--- config.mk ---
export PLATFORM = sky130hd
export DESIGN_NAME = inst_fetch_buffer_flat
export DESIGN_NICKNAME = d
export VERILOG_FILES = /design/src/rtl/inst_fetch_buffer_if.sv /design/src/rtl/inst_fetch_buffer.sv /design/src/flat_wrapper.sv
export SDC_FILE = /design/constraint.sdc
export NUM_CORES = 1
export LEC_CHECK = 0
export BUFFER_PORTS_ARGS = -buffer_cell sky130_fd_sc_hd__buf_4
export CORE_UTILIZATION = 25
export CTS_BUF_LIST = sky130_fd_sc_hd__clkbuf_8
export DETAILED_ROUTE_END_ITERATION = 10
export PLACE_DENSITY = 0.43
export REMOVE_ABC_BUFFERS = 1
export SYNTH_ARGS = -nofsm -noshare
export SYNTH_HDL_FRONTEND = slang
export SYNTH_SLANG_ARGS = --single-unit
--- constraint.sdc ---
create_clock -name clk -period 28.2 [get_ports clk]
set_input_delay 2.82 -clock clk [delete_from_list [all_inputs] [get_ports clk]]
set_output_delay 2.82 -clock clk [all_outputs]
set_load 0.01 [all_outputs]
--- src/rtl/inst_fetch_buffer_if.sv ---
// inst_fetch_buffer_if: PC-in, ROM req/ack and decode valid/ready bundle of the fetch buffer.
interface inst_fetch_buffer_if #(
   parameter int AW = 32,
   parameter int DW = 32,
   parameter int DEPTH = 4
);
   localparam int CW = $clog2(DEPTH) + 1;
   logic [AW-1:0] pc_i;
   logic          ce_i;
   logic          stall_req_o;
   logic          flush_i;
   logic          rom_req_o;
   logic [AW-1:0] rom_addr_o;
   logic          rom_ack_i;
   logic [DW-1:0] rom_data_i;
   logic          id_valid_o;
   logic          id_ready_i;
   logic [AW-1:0] id_pc_o;
   logic [DW-1:0] id_inst_o;
   logic [CW-1:0] count_o;
   modport slave (
      input  pc_i, ce_i, flush_i, rom_ack_i, rom_data_i, id_ready_i,
      output stall_req_o, rom_req_o, rom_addr_o, id_valid_o, id_pc_o, id_inst_o, count_o
   );
   modport master (
      output pc_i, ce_i, flush_i, rom_ack_i, rom_data_i, id_ready_i,
      input  stall_req_o, rom_req_o, rom_addr_o, id_valid_o, id_pc_o, id_inst_o, count_o
   );
endinterface

--- src/rtl/inst_fetch_buffer.sv ---
// inst_fetch_buffer: single-outstanding ROM fetcher feeding a DEPTH-entry {pc, inst} FIFO toward decode.
module inst_fetch_buffer #(
   parameter int DEPTH = 4,
   parameter int AW = 32,
   parameter int DW = 32
) (
   input logic clk,
   input logic rst,
   inst_fetch_buffer_if.slave bus
);
   localparam int PW = $clog2(DEPTH);
   localparam int CW = PW + 1;
   typedef enum logic [1:0] {IDLE, REQ, DROP} state_e;
   state_e        state_q;
   logic          req_q;
   logic [AW-1:0] addr_q;
   logic [AW-1:0] pc_mem_q [DEPTH];
   logic [DW-1:0] inst_mem_q [DEPTH];
   logic [PW-1:0] wp_q, wp_d, rp_q, rp_d;
   logic [CW-1:0] cnt_q, cnt_d;
   logic [AW-1:0] hpc_q, hpc_d;
   logic [DW-1:0] hinst_q, hinst_d;
   logic          cap, push, pop, head_new;
   // Space is reserved at issue, so an accepted ack always has a free slot.
   always_comb begin
      cap = state_q == IDLE && bus.ce_i && !bus.flush_i && cnt_q < CW'(DEPTH);
      push = state_q == REQ && bus.rom_ack_i && !bus.flush_i;
      pop = cnt_q != '0 && bus.id_ready_i && !bus.flush_i;
      wp_d = bus.flush_i ? '0 : wp_q + PW'(push);
      rp_d = bus.flush_i ? '0 : rp_q + PW'(pop);
      cnt_d = bus.flush_i ? '0 : cnt_q + CW'(push) - CW'(pop);
      head_new = push && wp_q == rp_d;
      hpc_d = head_new ? addr_q : pc_mem_q[rp_d];
      hinst_d = head_new ? bus.rom_data_i : inst_mem_q[rp_d];
   end
   // An issued request always runs to its ack; DROP only swallows the data.
   always_ff @(posedge clk or posedge rst) begin
      if (rst) begin
         state_q <= IDLE;
         req_q <= 1'b0;
         addr_q <= '0;
      end else begin
         case (state_q)
            IDLE: if (cap) begin
               state_q <= REQ;
               req_q <= 1'b1;
               addr_q <= bus.pc_i;
            end
            REQ: if (bus.rom_ack_i) begin
               state_q <= IDLE;
               req_q <= 1'b0;
            end else if (bus.flush_i) state_q <= DROP;
            DROP: if (bus.rom_ack_i) begin
               state_q <= IDLE;
               req_q <= 1'b0;
            end
            default: state_q <= IDLE;
         endcase
      end
   end
   always_ff @(posedge clk or posedge rst) begin
      if (rst) begin
         wp_q <= '0;
         rp_q <= '0;
         cnt_q <= '0;
         hpc_q <= '0;
         hinst_q <= '0;
         for (int i = 0; i < DEPTH; i++) begin
            pc_mem_q[i] <= '0;
            inst_mem_q[i] <= '0;
         end
      end else begin
         wp_q <= wp_d;
         rp_q <= rp_d;
         cnt_q <= cnt_d;
         hpc_q <= hpc_d;
         hinst_q <= hinst_d;
         if (push) begin
            pc_mem_q[wp_q] <= addr_q;
            inst_mem_q[wp_q] <= bus.rom_data_i;
         end
      end
   end
   assign bus.stall_req_o = bus.ce_i & ~cap;
   assign bus.rom_req_o = req_q;
   assign bus.rom_addr_o = addr_q;
   assign bus.id_valid_o = cnt_q != '0;
   assign bus.id_pc_o = hpc_q;
   assign bus.id_inst_o = hinst_q;
   assign bus.count_o = cnt_q;
endmodule
--- src/flat_wrapper.sv ---
// flat-port wrapper written by rule: the top's interface ports become plain ports
module inst_fetch_buffer_flat 
#(
   parameter int DEPTH = 4,
   parameter int AW = 32,
   parameter int DW = 32
)
  (clk, rst, bus_pc_i, bus_ce_i, bus_flush_i, bus_rom_ack_i, bus_rom_data_i, bus_id_ready_i, bus_stall_req_o, bus_rom_req_o, bus_rom_addr_o, bus_id_valid_o, bus_id_pc_o, bus_id_inst_o, bus_count_o);
  inst_fetch_buffer_if #(.AW(AW), .DW(DW), .DEPTH(DEPTH)) bus_i ();
  input logic clk;
  input logic rst;
  input wire logic [$bits(bus_i.pc_i)-1:0] bus_pc_i;
  input wire logic [$bits(bus_i.ce_i)-1:0] bus_ce_i;
  input wire logic [$bits(bus_i.flush_i)-1:0] bus_flush_i;
  input wire logic [$bits(bus_i.rom_ack_i)-1:0] bus_rom_ack_i;
  input wire logic [$bits(bus_i.rom_data_i)-1:0] bus_rom_data_i;
  input wire logic [$bits(bus_i.id_ready_i)-1:0] bus_id_ready_i;
  output wire logic [$bits(bus_i.stall_req_o)-1:0] bus_stall_req_o;
  output wire logic [$bits(bus_i.rom_req_o)-1:0] bus_rom_req_o;
  output wire logic [$bits(bus_i.rom_addr_o)-1:0] bus_rom_addr_o;
  output wire logic [$bits(bus_i.id_valid_o)-1:0] bus_id_valid_o;
  output wire logic [$bits(bus_i.id_pc_o)-1:0] bus_id_pc_o;
  output wire logic [$bits(bus_i.id_inst_o)-1:0] bus_id_inst_o;
  output wire logic [$bits(bus_i.count_o)-1:0] bus_count_o;
  assign bus_i.pc_i = bus_pc_i;
  assign bus_i.ce_i = bus_ce_i;
  assign bus_i.flush_i = bus_flush_i;
  assign bus_i.rom_ack_i = bus_rom_ack_i;
  assign bus_i.rom_data_i = bus_rom_data_i;
  assign bus_i.id_ready_i = bus_id_ready_i;
  assign bus_stall_req_o = bus_i.stall_req_o;
  assign bus_rom_req_o = bus_i.rom_req_o;
  assign bus_rom_addr_o = bus_i.rom_addr_o;
  assign bus_id_valid_o = bus_i.id_valid_o;
  assign bus_id_pc_o = bus_i.id_pc_o;
  assign bus_id_inst_o = bus_i.id_inst_o;
  assign bus_count_o = bus_i.count_o;
  inst_fetch_buffer #(.DEPTH(DEPTH), .AW(AW), .DW(DW)) u_core (.clk(clk), .rst(rst), .bus(bus_i));
endmodule
==> summary.txt, run 1 <==
Status
  – Outcome: finished clean

Synthesis
  – Syn Area/Cell: 14.4 µm²
  – Cells after synthesis: 1,094
  – Predominant post-synthesis flop cell: dfrtp_1
  – Unique masters post-synth: 45
  – #FFs+latches synth: approximately 360
  – Register area share after synthesis: 0.574
  – Yosys Warn Count: 0
  – Asr flop ratio synth: 1.00
  – Number of synthesized flops with an enable pin: 0
  – Mapped Area: about 0.016 mm²

Worst setup path
  – CP arrival: 3410 ps
  – Worst EP required: 25,380 ps
  – Path depth of the worst reg2reg path: 9
  – Worst setup endpoint: bus_stall_req_o
  – Crit. Startpoint: bus_flush_i
  – Setup crit start kind: input pin
  – CP Class: in2out
  – Worst setup EP type: output port
  – Cell mode on critical path: buf_4
  – R2R Path Start: u_core.state_q[1]
  – Slack of the worst reg-to-reg path: 24,560 ps
  – Crit path cell chain: buf_4 > nor3_2 > nor2b_1 > buf_4
  – Crit-path max cell delay: 200 ps
  – Reg2reg end: u_core.bus.id_inst_o[27]
  – Crit path max fanout: 18
  – Critical path's slowest cell: nor3_2

Global routing
  – GRT Overall Usage: 0.134
  – Vias in the first global route: 10.5k
  – Initial antenna violation count: 1
  – Pin count of the biggest net entering global routing: 166
  – Overflow after GRT: 0
  – First-pass GRT wire length: 64.9 mm

Timing
  – Hold Fails Final Rpt: 0
  – Final worst slack: 21,970 ps
  – RSZ-0062 raised after global routing: no
  – Final clock period utilization by the worst path: 0.221
  – Peak Freq: 0.161 GHz
  – Final min period: 6230 ps
  – Final TNS setup: 0 ps
  – Final setup vio count: 0
  – Slew Limit Fails: 0
  – Worst Tran Pin Value: 1090 ps
  – Clock Skew: between 30 and 40 ps
  – Max_slew headroom: 0.276

Routing
  – Antenna-violating nets left: 0
  – Mean routed wirelength per cell: 19.3 µm
  – Via count: 9,621
  – Post-DR vias/cell: 4.45
  – Final wirelength: about 42 mm
  – First-pass DRT Iterations: 5
  – DR DRC count: 0
  – Initial DRC count: between 500 and 600

Clock network
  – Root Buffer: clkbuf_8
  – H-tree Lvls: 3
  – CTS Hold Bufs: 0
  – CTS tree: yes
  – Clock slew at reported path FFs: 50 ps
  – Num Clock Sinks: 362
  – Num CTS Buffers: 73
  – # Post-CTS Setup Buffers: 0
  – Longest Clk Path Bufs: 3
  – Clk_lat worst skew: 630 ps
  – # resized after CTS: 0

Placed design
  – DP Wirelength: 22.8 mm
  – PortBufs: 171
  – Post-place setup slack: 21,960 ps
  – Gpl congestion: 0.682

Floorplan
  – Core ar.: approximately 0.062 mm²
  – Starting density of the core: 0.254
  – Io pins: 172
  – Die ar.: 0.0641 mm²
  – Die X: 253 µm
  – Die Y-Extent: approximately 250 µm
  – Number of placement rows: 91

Cells and area
  – Most common cell after layout, fill and taps aside: dfrtp_1
  – Area grow syn2layout: 22.3%
  – Fin nets: 1,357
  – Final Util: 0.311
  – Share of post-route cells with drive strength above 1: 0.437
  – Commonest non-fill, non-tap cells in the layout: dfrtp_1, mux2_2, buf_4, mux2i_1, clkbuf_8

Power
  – Cell Pwr Density: 102 mW/mm²
  – Static leakage: 8.64 nW
  – Maximum vdd drop: ~0.000050 V

Hold path
  – Hold depth: 2
  – Worst Hold Class: reg2reg

Flow run
  – Max Cap Viol: 0
cells in the mapped netlist (2+ instances only):
library cell | instances | area, µm²
dfrtp_1 | 362 | 9060
mux2_2 | 231 | 2600
mux2i_1 | 124 | 1240
nor3_1 | 53 | 265
a221oi_2 | 49 | 736
buf_2 | 40 | 200
o21ai_0 | 35 | 175
nand2_1 | 33 | 124
mux2_1 | 32 | 360
inv_1 | 22 | 82.6
clkbuf_1 | 14 | 52.6
a222oi_1 | 13 | 130
buf_4 | 10 | 75.1
buf_6 | 7 | 78.8
ha_1 | 7 | 87.6
nor2_1 | 7 | 26.3
nor2b_1 | 7 | 43.8
and3b_1 | 5 | 43.8
buf_1 | 4 | 15.0
nand2b_1 | 4 | 25.0
nand3_1 | 4 | 20.0
a2111oi_0 | 2 | 17.5
a21oi_1 | 2 | 10.0
nor2_2 | 2 | 12.5
nor3b_1 | 2 | 15.0
nor4_1 | 2 | 12.5
o32ai_1 | 2 | 17.5
xnor2_1 | 2 | 17.5
registers in the layout, indices dropped and copies added, names as in the netlist, 2 cells and up:
register and count:
u_core.inst_mem_q 128, u_core.pc_mem_q 128, u_core.bus.id_inst_o 32, u_core.bus.id_pc_o 32, u_core.bus.rom_addr_o 32, u_core.bus.count_o 3
u_core.rp_q 2, u_core.state_q 2, u_core.wp_q 2
cell families (layout without fill, tap and decap cells):
| logic type | count (synthesis) | after routing | share of synthesized area |
|---|---|---|---|
| adders and majority gates | 8 | 8 | 0.00682 |
| buffers and inverters | 97 | 329 | 0.0320 |
| and+or+nand+nor | 122 | 122 | 0.0394 |
| DFF | 362 | 362 | 0.574 |
| xor gates and xnor gates | 6 | 6 | 0.00587 |
| AOI/OAI and AO/OA | 111 | 111 | 0.0740 |
| other | 0 | 1 | 0 |
| muxes | 388 | 388 | 0.267 |
power by group:
group | switching [mW] | internal [mW]
clock | 0.229 | 0.296
sequential | 0.122 | 0.684
combinational | 0.291 | 0.343
critical path: cells and delay by family:
kind | cells | cell delay (ps)
buffers and inverters | 2 | 330
AND/OR/NAND/NOR | 2 | 270
per-layer routing:
| metal | track usage | wire [µm] |
|---|---|---|
| met3 | 0.0334 | 2030 |
| met2 | 0.203 | 19100 |
| met4 | 0.0488 | 733 |
| met1 | 0.184 | 19800 |
| met5 | 0 | 0 |
cell type report:
class	count	area (µm²)
Fill cell	6204	42800
Multi-Input combinational cell	635	6270
Sequential cell	362	9060
Inverter	22	90.1
Timing Repair Buffer	185	1400
Tap cell	837	1050
Clock inverter	31	156
Antenna cell	1	2.50
Clock buffer	91	1250
worst min path at each step:
stage,start,endpoint,slack (ps)
floorplan,u_core.inst_mem_q[18],u_core.inst_mem_q[18],450
global placement,u_core.inst_mem_q[18],u_core.inst_mem_q[18],460
detailed placement,u_core.inst_mem_q[94],u_core.inst_mem_q[94],470
CTS,u_core.inst_mem_q[88],u_core.inst_mem_q[88],480
global route,u_core.inst_mem_q[25],u_core.inst_mem_q[25],500
finish,u_core.inst_mem_q[29],u_core.inst_mem_q[29],480
per-stage QoR:
stage          hold slack, ps  instances  total power [mW]  area [µm²]
2_1_floorplan             450       1019              1.20       15300
3_3_place_gp              461       2041              1.45       17900
3_5_place_dp              470       2041              1.46       17900
4_1_cts                   483       2163              2.01       19300
5_1_grt                   498       2164              2.10       19300
6_report                  479       2164              1.96       19300
Note: power is estimated with default switching activity, not from simulation.
==> run 2: changes to the inputs <==
==> constraint.sdc (replaced) <==
create_clock -name clk -period 5.9 [get_ports clk]
set_input_delay 0.59 -clock clk [delete_from_list [all_inputs] [get_ports clk]]
set_output_delay 0.59 -clock clk [all_outputs]
set_load 0.01 [all_outputs]
==> run 2 against run 1 <==
Net effect:
- routed wire length shrank 0.43%
- register-to-register slack lost 22000 ps
- largest cell class unchanged
- sequential power grew to 4.8 times the previous value
- setup slack lost 19000 ps
- critical path depth grew 6
- combinational power grew to 4.8 times the previous value
- final cell count grew 0.14%
- non-clock buffer count grew 1
==> summary.txt, run 2 (synthesis results as in run 1) <==
Cells and area
  – FF+latch area: between 0.009 and 0.01 mm²
  – Area grow syn2layout: 22.4%
  – Multi-input gate area: approximately 0.0063 mm²
  – Fillers: 6,251
  – Most common cell after layout, fill and taps aside: dfrtp_1
  – Non-Filler Instances: 2,167
  – Regs by FF count: u_core.inst_mem_q x128, u_core.pc_mem_q x128
  – Final non-filler cell area: 0.0193 mm²
  – Share of post-route cells with drive strength above 1: 0.431
  – Commonest non-fill, non-tap cells in the layout: dfrtp_1, mux2_2, buf_4, mux2i_1, clkbuf_8
  – Fin nets: 1,357

Power
  – Cell Pwr Density: 485 mW/mm²
  – Static leakage: slightly below 9 nW
  – Total chip power: ~9.4 mW
  – Maximum vdd drop: 0.000209 V
  – Sw frac: 0.328
  – Clock share of power: 0.262
  – Flop pwr share: 0.413
  – Internal power: between 6 and 7 mW
  – Comb pwr share: 0.324
  – NetSw: 3.07 mW

Global routing
  – Pin count of the biggest net entering global routing: about 160
  – GR Util met3: 0.0305
  – First-pass GRT wire length: 65.3 mm
  – Most Used Layer, Global Route: met2
  – GRT Overall Usage: 0.135
  – Overflow after GRT: 0
  – Vias in the first global route: between 10k and 15k
  – Initial antenna violation count: 1
  – Met2 usage: 0.205
  – GR met1 Demand/Resource: 0.185

Hold path
  – Worst Hold Class: in2async

Floorplan
  – Die X: 253 µm
  – Io pins: 172
  – Number of placement rows: 91
  – Die ar.: 0.0641 mm²
  – Core ar.: 0.0621 mm²
  – Die Y-Extent: 253 µm
  – Starting density of the core: 0.254

Clock network
  – Clock slew at reported path FFs: roughly 50 ps
  – Num Clock Sinks: approximately 360
  – Clk_lat worst skew: ~640 ps
  – Root Buffer: clkbuf_8
  – CTS Hold Bufs: 0
  – Longest Clk Path Bufs: 3
  – H-tree Lvls: 3
  – Num CTS Buffers: 72
  – CTS tree: yes
  – # resized after CTS: 0
  – # Post-CTS Setup Buffers: 0

Timing
  – Final TNS setup: 0 ps
  – Max_slew headroom: 0.254
  – RSZ-0062 raised after global routing: no
  – Hold Fails Final Rpt: 0
  – Peak Freq: about 0.3 GHz
  – Worst Tran Pin Value: 1120 ps
  – Final setup vio count: 0
  – Slew Limit Fails: 0
  – Clock Skew: 38.9 ps
  – Final clock period utilization by the worst path: 0.565
  – Final min period: 3340 ps

Routing
  – Antenna-violating nets left: 0
  – Via count: 9,684
  – Initial DRC count: 463
  – Mean routed wirelength per cell: 19.1 µm
  – Post-DR vias/cell: 4.47
  – DR DRC count: 0
  – First-pass DRT Iterations: 5
  – Final wirelength: 41.5 mm

Placed design
  – Cell Area, Placed: 0.0179 mm²
  – Dpl cells: 2,042
  – DP Wirelength: 23.5 mm
  – PortBufs: 171
  – Gpl congestion: 0.675

Worst setup path
  – Crit path max fanout: between 40 and 50
  – Worst EP required: ~6400 ps
  – Worst setup EP type: flop
  – CP Class: reg2reg
  – CP arrival: 3800 ps
  – Setup crit start kind: flop

Flow run
  – Max Cap Viol: 0

Status
  – Outcome: finished clean
[run 2: area by class of cell]
class	count	area share
diodes	1	0.000130
clock buffers	88	0.0627
clock inverters	36	0.00888
inverters	22	0.00467
multi-input cells	635	0.325
flip-flops and latches	362	0.469
well taps	837	0.0543
repair buffers	186	0.0749
[run 2: routing by layer]
metal	vias to the layer above	share of wire
met3	66	0.048
li1	4402	-
met2	214	0.46
met4	0	0.021
met1	5002	0.47
met5	-	0
[run 2: worst paths after layout]
path | startpoint | endpoint | slack [ps] | cells after the start
setup / recovery | u_core.state_q[1] | u_core.bus.id_inst_o[22] | 2560 | 10
hold / removal | rst | u_core.bus.id_inst_o[4] | 40 | 2
setup reg to reg | u_core.state_q[1] | u_core.bus.id_inst_o[22] | 2560 | 10
hold reg to reg | u_core.inst_mem_q[89] | u_core.inst_mem_q[89] | 480 | 2
max in group asynchronous | rst | u_core.pc_mem_q[4] | 4440 | 3
min in group clk | bus_pc_i[15] | u_core.bus.rom_addr_o[15] | 190 | 2
[run 2: power groups by stage]
| stage | sequential (mW) | clock (mW) | combinational [mW] |
|---|---|---|---|
| 2_1_floorplan | 3.86 | 0 | 1.86 |
| 3_3_place_gp | 3.92 | 0 | 3.06 |
| 3_5_place_dp | 3.92 | 0 | 3.11 |
| 4_1_cts | 3.89 | 2.60 | 3.11 |
| 5_1_grt | 4.00 | 2.71 | 3.31 |
| 6_report | 3.87 | 2.46 | 3.04 |
[run 2: worst max-delay path, stage by stage, from the launching register on]
cell and delay [ps]:
dfrtp_1 390, inv_1 100, ha_1 200, and3b_1 350
nand2_1 190, nor2_4 30, buf_4 280, a211oi_4 240
buf_4 760, buf_4 440, a222oi_1 140
[run 2: metrics by stage]
stage	utilization	setup WS, ps	hold slack, ps
floorplan	-	-4740	450
global route	0.311	2260	45.7
finish	0.311	2560	37.4
global placement	0.289	2320	463
detailed placement	0.289	2310	471
CTS	0.311	2450	1.03
